--- config.mk ---
export PLATFORM = sky130hd
export DESIGN_NAME = im_fetch_ctrl_flat
export DESIGN_NICKNAME = d
export VERILOG_FILES = /design/src/rtl/im_ctrl_pkg.sv /design/src/rtl/im_fetch_ctrl_if.sv /design/src/rtl/im_wait_timer.sv /design/src/rtl/im_fetch_ctrl.sv /design/src/flat_wrapper.sv
export SDC_FILE = /design/constraint.sdc
export NUM_CORES = 1
export LEC_CHECK = 0
export CAP_MARGIN = 20
export CORE_MARGIN = 2
export CORE_UTILIZATION = 47
export DETAILED_ROUTE_END_ITERATION = 16
export HOLD_SLACK_MARGIN = 0.12
export PLACE_DENSITY = 0.84
export SETUP_SLACK_MARGIN = 0.5
export SYNTH_ARGS = -nofsm -noshare
export SYNTH_HDL_FRONTEND = slang
export SYNTH_SLANG_ARGS = --single-unit
--- constraint.sdc ---
create_clock -name CLK -period 2.7 [get_ports CLK]
set_input_delay 0.675 -clock CLK [delete_from_list [all_inputs] [get_ports CLK]]
set_output_delay 0.675 -clock CLK [all_outputs]
set_load 0.02 [all_outputs]
--- src/rtl/im_ctrl_pkg.sv ---
// Shared types and constants for the instruction/data memory controllers.
package im_ctrl_pkg;

  localparam int IM_ADDR_W = 8;
  localparam int IM_DATA_W = 8;
  localparam int CNT_W     = 4;

  typedef enum logic [1:0] {
    FETCH = 2'b00,
    VALID = 2'b01,
    HALT  = 2'b10
  } fetch_state_e;

endpackage

--- src/rtl/im_fetch_ctrl_if.sv ---
// IM address/data bus plus the decode-side valid/ready handshake.
interface im_fetch_ctrl_if #(
  parameter int AW = 8,
  parameter int DW = 8
);

  logic [AW-1:0] ABUS;
  logic [DW-1:0] IM_DATA;
  logic [DW-1:0] INSTR;
  logic [AW-1:0] INSTR_PC;
  logic          INSTR_VALID;
  logic          INSTR_READY;
  logic          BR_TAKEN;
  logic [AW-1:0] BR_TARGET;
  logic          REDIRECT;
  logic [AW-1:0] REDIRECT_PC;
  logic          HALT_REQ;
  logic          HALTED;

  // Fetch controller side.
  modport master (
    output ABUS, INSTR, INSTR_PC, INSTR_VALID, HALTED,
    input  IM_DATA, INSTR_READY, BR_TAKEN, BR_TARGET,
           REDIRECT, REDIRECT_PC, HALT_REQ
  );

  // Memory and decode side.
  modport slave (
    input  ABUS, INSTR, INSTR_PC, INSTR_VALID, HALTED,
    output IM_DATA, INSTR_READY, BR_TAKEN, BR_TARGET,
           REDIRECT, REDIRECT_PC, HALT_REQ
  );

endinterface

--- src/rtl/im_wait_timer.sv ---
// Loadable down-counter that stops at zero; zero flags the end of a wait.
module im_wait_timer #(
  parameter int             W         = 4,
  parameter logic [W-1:0]   RESET_VAL = '0
) (
  input  logic         clk,
  input  logic         rst_n,
  input  logic         load,
  input  logic [W-1:0] load_val,
  input  logic         dec,
  output logic         zero
);

  logic [W-1:0] cnt;

  assign zero = (cnt == '0);

  // Count register: load wins over decrement, decrement saturates at zero.
  always_ff @(posedge clk) begin
    // NOTE: non-blocking assignments keep every register sampling pre-edge values.
    if (!rst_n) begin
      cnt <= RESET_VAL;
    end else if (load) begin
      cnt <= load_val;
    end else if (dec && !zero) begin
      cnt <= cnt - 1'b1;
    end
  end

endmodule

--- src/rtl/im_fetch_ctrl.sv ---
// Instruction-fetch sequencer: owns the PC, waits out the IM read delay,
// captures the byte and hands it to decode over valid/ready.
module im_fetch_ctrl
  import im_ctrl_pkg::*;
#(
  parameter int                      IM_ADDR_W_m1 = IM_ADDR_W - 1,
  parameter int                      IM_DATA_W_m1 = IM_DATA_W - 1,
  parameter int                      WAIT_CYCLES  = 2,
  parameter logic [IM_ADDR_W_m1:0]   RESET_PC     = '0
) (
  input  logic            CLK,
  input  logic            RST_N,
  im_fetch_ctrl_if.master bus
);

  localparam logic [CNT_W-1:0] WAIT_LD = CNT_W'(WAIT_CYCLES);

  fetch_state_e            state_q, state_d;
  logic [IM_ADDR_W_m1:0]   pc_q, pc_d;
  logic [IM_DATA_W_m1:0]   instr_q, instr_d;
  logic [IM_ADDR_W_m1:0]   instr_pc_q, instr_pc_d;
  logic                    valid_q, valid_d;
  logic                    halted_q, halted_d;
  logic                    tmr_load, tmr_dec, tmr_zero;
  logic                    consume;

  im_wait_timer #(
    .W         (CNT_W),
    .RESET_VAL (WAIT_LD)
  ) u_wait_timer (
    .clk      (CLK),
    .rst_n    (RST_N),
    .load     (tmr_load),
    .load_val (WAIT_LD),
    .dec      (tmr_dec),
    .zero     (tmr_zero)
  );

  assign consume = valid_q && bus.INSTR_READY;

  // Next-state and next-register values; redirect overrides everything outside HALT.
  always_comb begin
    // NOTE: every output gets a default first so no path infers a latch.
    state_d    = state_q;
    pc_d       = pc_q;
    instr_d    = instr_q;
    instr_pc_d = instr_pc_q;
    valid_d    = valid_q;
    halted_d   = halted_q;
    tmr_load   = 1'b0;
    tmr_dec    = 1'b0;

    case (state_q)
      FETCH: begin
        if (bus.REDIRECT) begin
          pc_d     = bus.REDIRECT_PC;
          tmr_load = 1'b1;
          valid_d  = 1'b0;
        end else if (tmr_zero) begin
          instr_d    = bus.IM_DATA;
          instr_pc_d = pc_q;
          valid_d    = 1'b1;
          state_d    = VALID;
        end else begin
          tmr_dec = 1'b1;
        end
      end

      VALID: begin
        if (bus.REDIRECT) begin
          pc_d     = bus.REDIRECT_PC;
          tmr_load = 1'b1;
          valid_d  = 1'b0;
          state_d  = FETCH;
        end else if (consume) begin
          valid_d = 1'b0;
          if (bus.HALT_REQ) begin
            halted_d = 1'b1;
            state_d  = HALT;
          end else begin
            pc_d     = bus.BR_TAKEN ? bus.BR_TARGET : pc_q + 1'b1;
            tmr_load = 1'b1;
            state_d  = FETCH;
          end
        end
      end

      HALT: begin
        // Frozen until reset.
      end

      default: begin
        state_d = FETCH;
      end
    endcase
  end

  // State and output registers; reset discards any fetch or held instruction.
  always_ff @(posedge CLK) begin
    if (!RST_N) begin
      state_q    <= FETCH;
      pc_q       <= RESET_PC;
      instr_q    <= '0;
      instr_pc_q <= RESET_PC;
      valid_q    <= 1'b0;
      halted_q   <= 1'b0;
    end else begin
      state_q    <= state_d;
      pc_q       <= pc_d;
      instr_q    <= instr_d;
      instr_pc_q <= instr_pc_d;
      valid_q    <= valid_d;
      halted_q   <= halted_d;
    end
  end

  assign bus.ABUS        = pc_q;
  assign bus.INSTR       = instr_q;
  assign bus.INSTR_PC    = instr_pc_q;
  assign bus.INSTR_VALID = valid_q;
  assign bus.HALTED      = halted_q;

endmodule

--- src/flat_wrapper.sv ---
// flat-port wrapper written by rule: the top's interface ports become plain ports
module im_fetch_ctrl_flat import im_ctrl_pkg::*;
#(
  parameter int                      IM_ADDR_W_m1 = IM_ADDR_W - 1,
  parameter int                      IM_DATA_W_m1 = IM_DATA_W - 1,
  parameter int                      WAIT_CYCLES  = 2,
  parameter logic [IM_ADDR_W_m1:0]   RESET_PC     = '0
)
  (CLK, RST_N, bus_ABUS, bus_INSTR, bus_INSTR_PC, bus_INSTR_VALID, bus_HALTED, bus_IM_DATA, bus_INSTR_READY, bus_BR_TAKEN, bus_BR_TARGET, bus_REDIRECT, bus_REDIRECT_PC, bus_HALT_REQ);
  im_fetch_ctrl_if bus_i ();
  input  logic CLK;
  input  logic RST_N;
  output wire logic [$bits(bus_i.ABUS)-1:0] bus_ABUS;
  output wire logic [$bits(bus_i.INSTR)-1:0] bus_INSTR;
  output wire logic [$bits(bus_i.INSTR_PC)-1:0] bus_INSTR_PC;
  output wire logic [$bits(bus_i.INSTR_VALID)-1:0] bus_INSTR_VALID;
  output wire logic [$bits(bus_i.HALTED)-1:0] bus_HALTED;
  input wire logic [$bits(bus_i.IM_DATA)-1:0] bus_IM_DATA;
  input wire logic [$bits(bus_i.INSTR_READY)-1:0] bus_INSTR_READY;
  input wire logic [$bits(bus_i.BR_TAKEN)-1:0] bus_BR_TAKEN;
  input wire logic [$bits(bus_i.BR_TARGET)-1:0] bus_BR_TARGET;
  input wire logic [$bits(bus_i.REDIRECT)-1:0] bus_REDIRECT;
  input wire logic [$bits(bus_i.REDIRECT_PC)-1:0] bus_REDIRECT_PC;
  input wire logic [$bits(bus_i.HALT_REQ)-1:0] bus_HALT_REQ;
  assign bus_ABUS = bus_i.ABUS;
  assign bus_INSTR = bus_i.INSTR;
  assign bus_INSTR_PC = bus_i.INSTR_PC;
  assign bus_INSTR_VALID = bus_i.INSTR_VALID;
  assign bus_HALTED = bus_i.HALTED;
  assign bus_i.IM_DATA = bus_IM_DATA;
  assign bus_i.INSTR_READY = bus_INSTR_READY;
  assign bus_i.BR_TAKEN = bus_BR_TAKEN;
  assign bus_i.BR_TARGET = bus_BR_TARGET;
  assign bus_i.REDIRECT = bus_REDIRECT;
  assign bus_i.REDIRECT_PC = bus_REDIRECT_PC;
  assign bus_i.HALT_REQ = bus_HALT_REQ;
  im_fetch_ctrl #(.IM_ADDR_W_m1(IM_ADDR_W_m1), .IM_DATA_W_m1(IM_DATA_W_m1), .WAIT_CYCLES(WAIT_CYCLES), .RESET_PC(RESET_PC)) u_core (.CLK(CLK), .RST_N(RST_N), .bus(bus_i));
endmodule
Word level (Yosys, flattened, before mapping)
Cells that the tools add are included.
- output and inout port bits: 26
- bits in writable memories: 0
- memory bits (read-only): 0
- bits in latches: 0
- register bits: 32
- memories: 0
- bitwise gates (word level): 3
- eq/ne operators: 8
- magnitude comparators: 0
- multiplexer cells: 25
- $mul: 0
- div/mod/pow operators: 0
- reduce and logical (&&, ||, !) cells: 12
- $add $sub $neg: 2
- shifts and indexed selects: 0
- operators by type and width (cell ; count):
    $mux W8 ; 5
    $pmux W8 S2 ; 1
    $reduce_and A4 Y1 ; 3
    $mux W1 ; 11
    $mux W2 ; 5
    $add A8 B1 Y8 const B ; 1
    $ne A2 B2 Y1 const B ; 3
    $ne A3 B3 Y1 const B ; 2
    $pmux W2 S3 ; 1
    $reduce_and A3 Y1 ; 2
    $logic_not A4 Y1 ; 1
    $pmux W1 S2 ; 2
    $sub A4 B1 Y4 const B ; 1
    $ne A3 B2 Y1 const B ; 1
    $not A1 Y1 ; 3
    $eq A2 B1 Y1 const B ; 1
    $eq A2 B2 Y1 const B ; 1
    $logic_and A1 B1 Y1 ; 2
    $logic_not A2 Y1 ; 1
    $reduce_bool A2 Y1 ; 1
    $reduce_or A2 Y1 ; 1
    $logic_not A1 Y1 ; 1

Longest topological paths before layout
- depth after elaboration: 6
- depth in mapped cells: 8
- gate-level depth less buffers: 6

By module
A second synthesis with hierarchy kept.
- cells, all modules: 204
- area total of the unflattened synthesis: 1619.1 um^2
- modules (own cells, without submodules) (module ; times used ; area each (um^2) ; cells each):
    im_fetch_ctrl ; 1 ; 1370.1 ; 176
    im_wait_timer ; 1 ; 249.0 ; 28

Least setup slack after synthesis
Ideal clock, no wire load.
- path kind: input to register
- start point: in bus_REDIRECT
- end point: reg u_core.pc_q[0], in the netlist u_core.bus.ABUS[0]
- setup time: 0.119 ns
- path buffers: 1
- data required time: 2.581 ns
- slack: 0.856 ns
- stages: 4
- arrival time: 1.726 ns
- path through: clkbuf_1 > nor3b_1 > a31oi_1 > o221a_2
- cells in the longest elaborated chain, start to end: 2
- elaborated cells on any way between the ends: 6
- classes of those cells: eq/ne: 3; mux: 2; reduce/logical: 1
- RTL lines (element ; RTL line ; source):
    start: declaration ; flat_wrapper.sv:22 ; input wire logic [$bits(bus_i.REDIRECT)-1:0] bus_REDIRECT;
    $ne A3 B2 Y1 (no source line), or another cell as far along ; - ;
    $reduce_and A4 Y1 (no source line) / $pmux W8 S2 (equally long branches) ; - ;
    end signal: assignment ; im_fetch_ctrl.sv:109 ; pc_q <= pc_d;
    end: declaration ; im_fetch_ctrl.sv:19 ; logic [IM_ADDR_W_m1:0] pc_q, pc_d;
Parallel ways exist; a longest one is shown, timed or not.
A chain may end at the register's enable or synchronous reset.

Final worst setup path
- start point: reg u_core.pc_q[4], in the netlist u_core.bus.ABUS[4]
- end point: out bus_ABUS[4]
- RTL lines (element ; RTL line ; source):
    end: declaration ; flat_wrapper.sv:13 ; output wire logic [$bits(bus_i.ABUS)-1:0] bus_ABUS;
No word-level cell between the ends.

==> flow_metrics.tcl <==
set metrics [dict create \
    tns_ns 0 \
    synthTopCellsByArea "dfxtp_1 41%, nand2_1 10%, a21boi_1 4.8%" \
    syn_area_um2 1550 \
    overflow 0 \
    via_per_inst 5.29 \
    synthToLayoutAreaGrowth_pct 43.2 \
    cp_slowest_stage_delay_ns 0.66 \
    hold_viol 0 \
    final_net_count 273 \
    yosys.area_share.xor_xnor_pct 3.39 \
    cp.arrival_ns 1.47 \
    path_max_fanout 6 \
    ys_seq_area_share_pct 41.4 \
    startpoint_type "flip-flop" \
    outcome "finished clean" \
    yosysWarnings 0 \
    ant_nets 0 \
    synth_top_area_share_pct 41.4 \
    placed_area_um2 2130 \
    synth_seq_cells 32 \
    ctsRootBufferMaster "clkbuf_4" \
    cts_inserted_buffers 5 \
    slowest_stage "clkdlybuf4s50_1" \
    synth_compound_area_share_pct 25.1 \
    syn_inst 185 \
    drc_errors 0 \
    whs_ns 0.456 \
    path_buf_inv 1 \
    drtIter0Drc 56 \
    layout-drive-gt1-share_pct 8.68 \
    worst_pin_slew_ns 0.394 \
    die_w_um 61.4 \
    slew_violations 0 \
    finalPower_uw 1040 \
    period_share_pct 79.4 \
    muxShareOfSynthArea_pct 0.646 \
    vdd_ir_drop_max_mv 0.244 \
    power_density_nw_per_um2 470 \
    stdcell_area_um2 2220 \
    period_needed_ns 2.14 \
    end_kind "output port" \
    io_buffers 55 \
    synth_edf_count 0 \
    clockBufferDepth 2 \
    cpLargestDelayFamily "buffers and inverters" \
    fin_skew_ns 0.0134 \
    cts_tree "built" \
    grt_pass1_wl_um 5970 \
    synth_simple_gate_area_share_pct 22.7 \
    clkSlewWorstSetupHoldPaths_ns 0.11 \
    path_class "reg -> out" \
    num_antenna_cells 0 \
    synth_nets 217 \
    track_usage_pct 21.6 \
    yosysMostFrequentCell "nand2_1" \
    dieArea_um2 3770 \
    std_cell_rows 20 \
    p_leak_uw 0.000818 \
    antenna_found_initial 0 \
    finalCoreUtilization_pct 71.5 \
    start_util_pct 49.9 \
    synth.distinct_cells 42 \
    max_freq_mhz 466 \
    crit_required_ns 2.03 \
    synth_ff_type "dfxtp_1" \
    synth_top_family_by_area "compound AO/OA/AOI/OAI gates" \
    dp_hpwl_um 2760 \
    firstDrtPassIters 4 \
    async_reset_ff_share_pct 0 \
    drv_cap 0 \
    insertion_delay_ns 0.35 \
    core-area_um2 3100 \
    max_slew_margin_pct 73.1 \
    clock_sinks 32 \
    die_h_um 61.4 \
    h-tree-depth 2 \
    rsz0062_at_grt "no" \
    avgSynthCellArea_um2 8.37 \
    ys_top_cells_by_count "42 x nand2_1, 32 x dfxtp_1, 10 x a21boi_1, 10 x nor2_1, 8 x a21oi_1" \
    hold_buffers 0 \
    crit_chain "clkdlybuf4s50_1" \
    post_drt_wl_per_cell_um 13.4 \
    yosys.area_share.adder_pct 1.62 \
    grt_max_degree 19 \
    min-delay-path-class "reg -> reg" \
    yosysTopAreaCell "dfxtp_1" \
    io_pins 56 \
    routabilityCongestion 0.907 \
    drt-total-wl_um 3820 \
    num_vias 1514 \
    setup_viol 0 \
    fillers 273 \
    grt_pass1_vias 1324 \
]
-- cell families (layout without fill, tap and decap cells) --
group           count (synthesis)  in the layout
compound gates                 54             54
xor+xnor                        6              6
fa+ha+maj                       2              2
buf+inv                        16             73
flops                          32             32
mux                             1              1
simple gates                   74             74
-- flip-flops by register name (all words and copies together) (netlist names) --
name	flops
u_core.bus.ABUS	8
u_core.state_q	2
u_core.bus.INSTR	8
u_core.bus.HALTED	1
u_core.bus.INSTR_PC	8
u_core.bus.INSTR_VALID	1
u_core.u_wait_timer.cnt	4
-- cell usage in the layout (no fill, tap or decap), drive strengths merged, types with 3 or more instances in the layout --
master | Yosys | layout
inv | 5 | 5
nor2 | 10 | 10
a21oi | 8 | 8
nor2b | 3 | 3
o21a | 4 | 4
a21boi | 17 | 17
xor2 | 4 | 4
nand3 | 7 | 7
clkdlybuf4s50 | 0 | 53
nand2 | 42 | 42
buf | 3 | 5
o21ai | 7 | 7
clkbuf | 8 | 5
nor4 | 3 | 3
dfxtp | 32 | 32
-- path summary, 6_finish.rpt --
path	start	end	slack [ns]	cells past startpoint
max reg2reg	u_core.u_wait_timer.cnt[0]	u_core.bus.INSTR_PC[0]	0.82	6
min	u_core.bus.INSTR[6]	u_core.bus.INSTR[6]	0.46	2
max	u_core.bus.ABUS[4]	bus_ABUS[4]	0.56	1
min reg2reg	u_core.bus.INSTR[6]	u_core.bus.INSTR[6]	0.46	2
-- final cells by class --
| cell class | count | area, µm² | area share, % |
|---|---|---|---|
| flip-flops and latches | 32 | 643 | 29.0 |
| inverters | 5 | 18.8 | 0.846 |
| clock inverters | 3 | 42.5 | 1.92 |
| well taps | 44 | 55.1 | 2.48 |
| repair buffers | 60 | 593 | 26.7 |
| multi-input cells | 137 | 828 | 37.3 |
| clock buffers | 5 | 37.5 | 1.69 |
-- timing repair --
item,4_1_cts,5_1_grt
resized for setup,0,4
buffers inserted,0,0
endpoints found under the setup margin,0,4
-- report_power, final --
part / leakage, µW / switching, µW / internal [µW]
Clock: 0.0000412 / 178 / 193
Combinational: 0.000516 / 72.6 / 91.2
Sequential: 0.000261 / 20.7 / 488
-- per-stage QoR --
stage                     setup WS, ns  instances
after CTS                        0.509        286
after global placement           0.455        278
after floorplan                  0.856        185
after detailed placement         0.398        278
final                            0.555        286
after global routing             0.510        286
-- routing by layer --
metal / part of all wire (%) / GRT usage [%]
met1: 46 / 27.7
met2: 47 / 33.9
met3: 5.1 / 6.51
met4: 2.3 / 9.12
met5: 0 / 0
(Power assumes the default switching activity.)
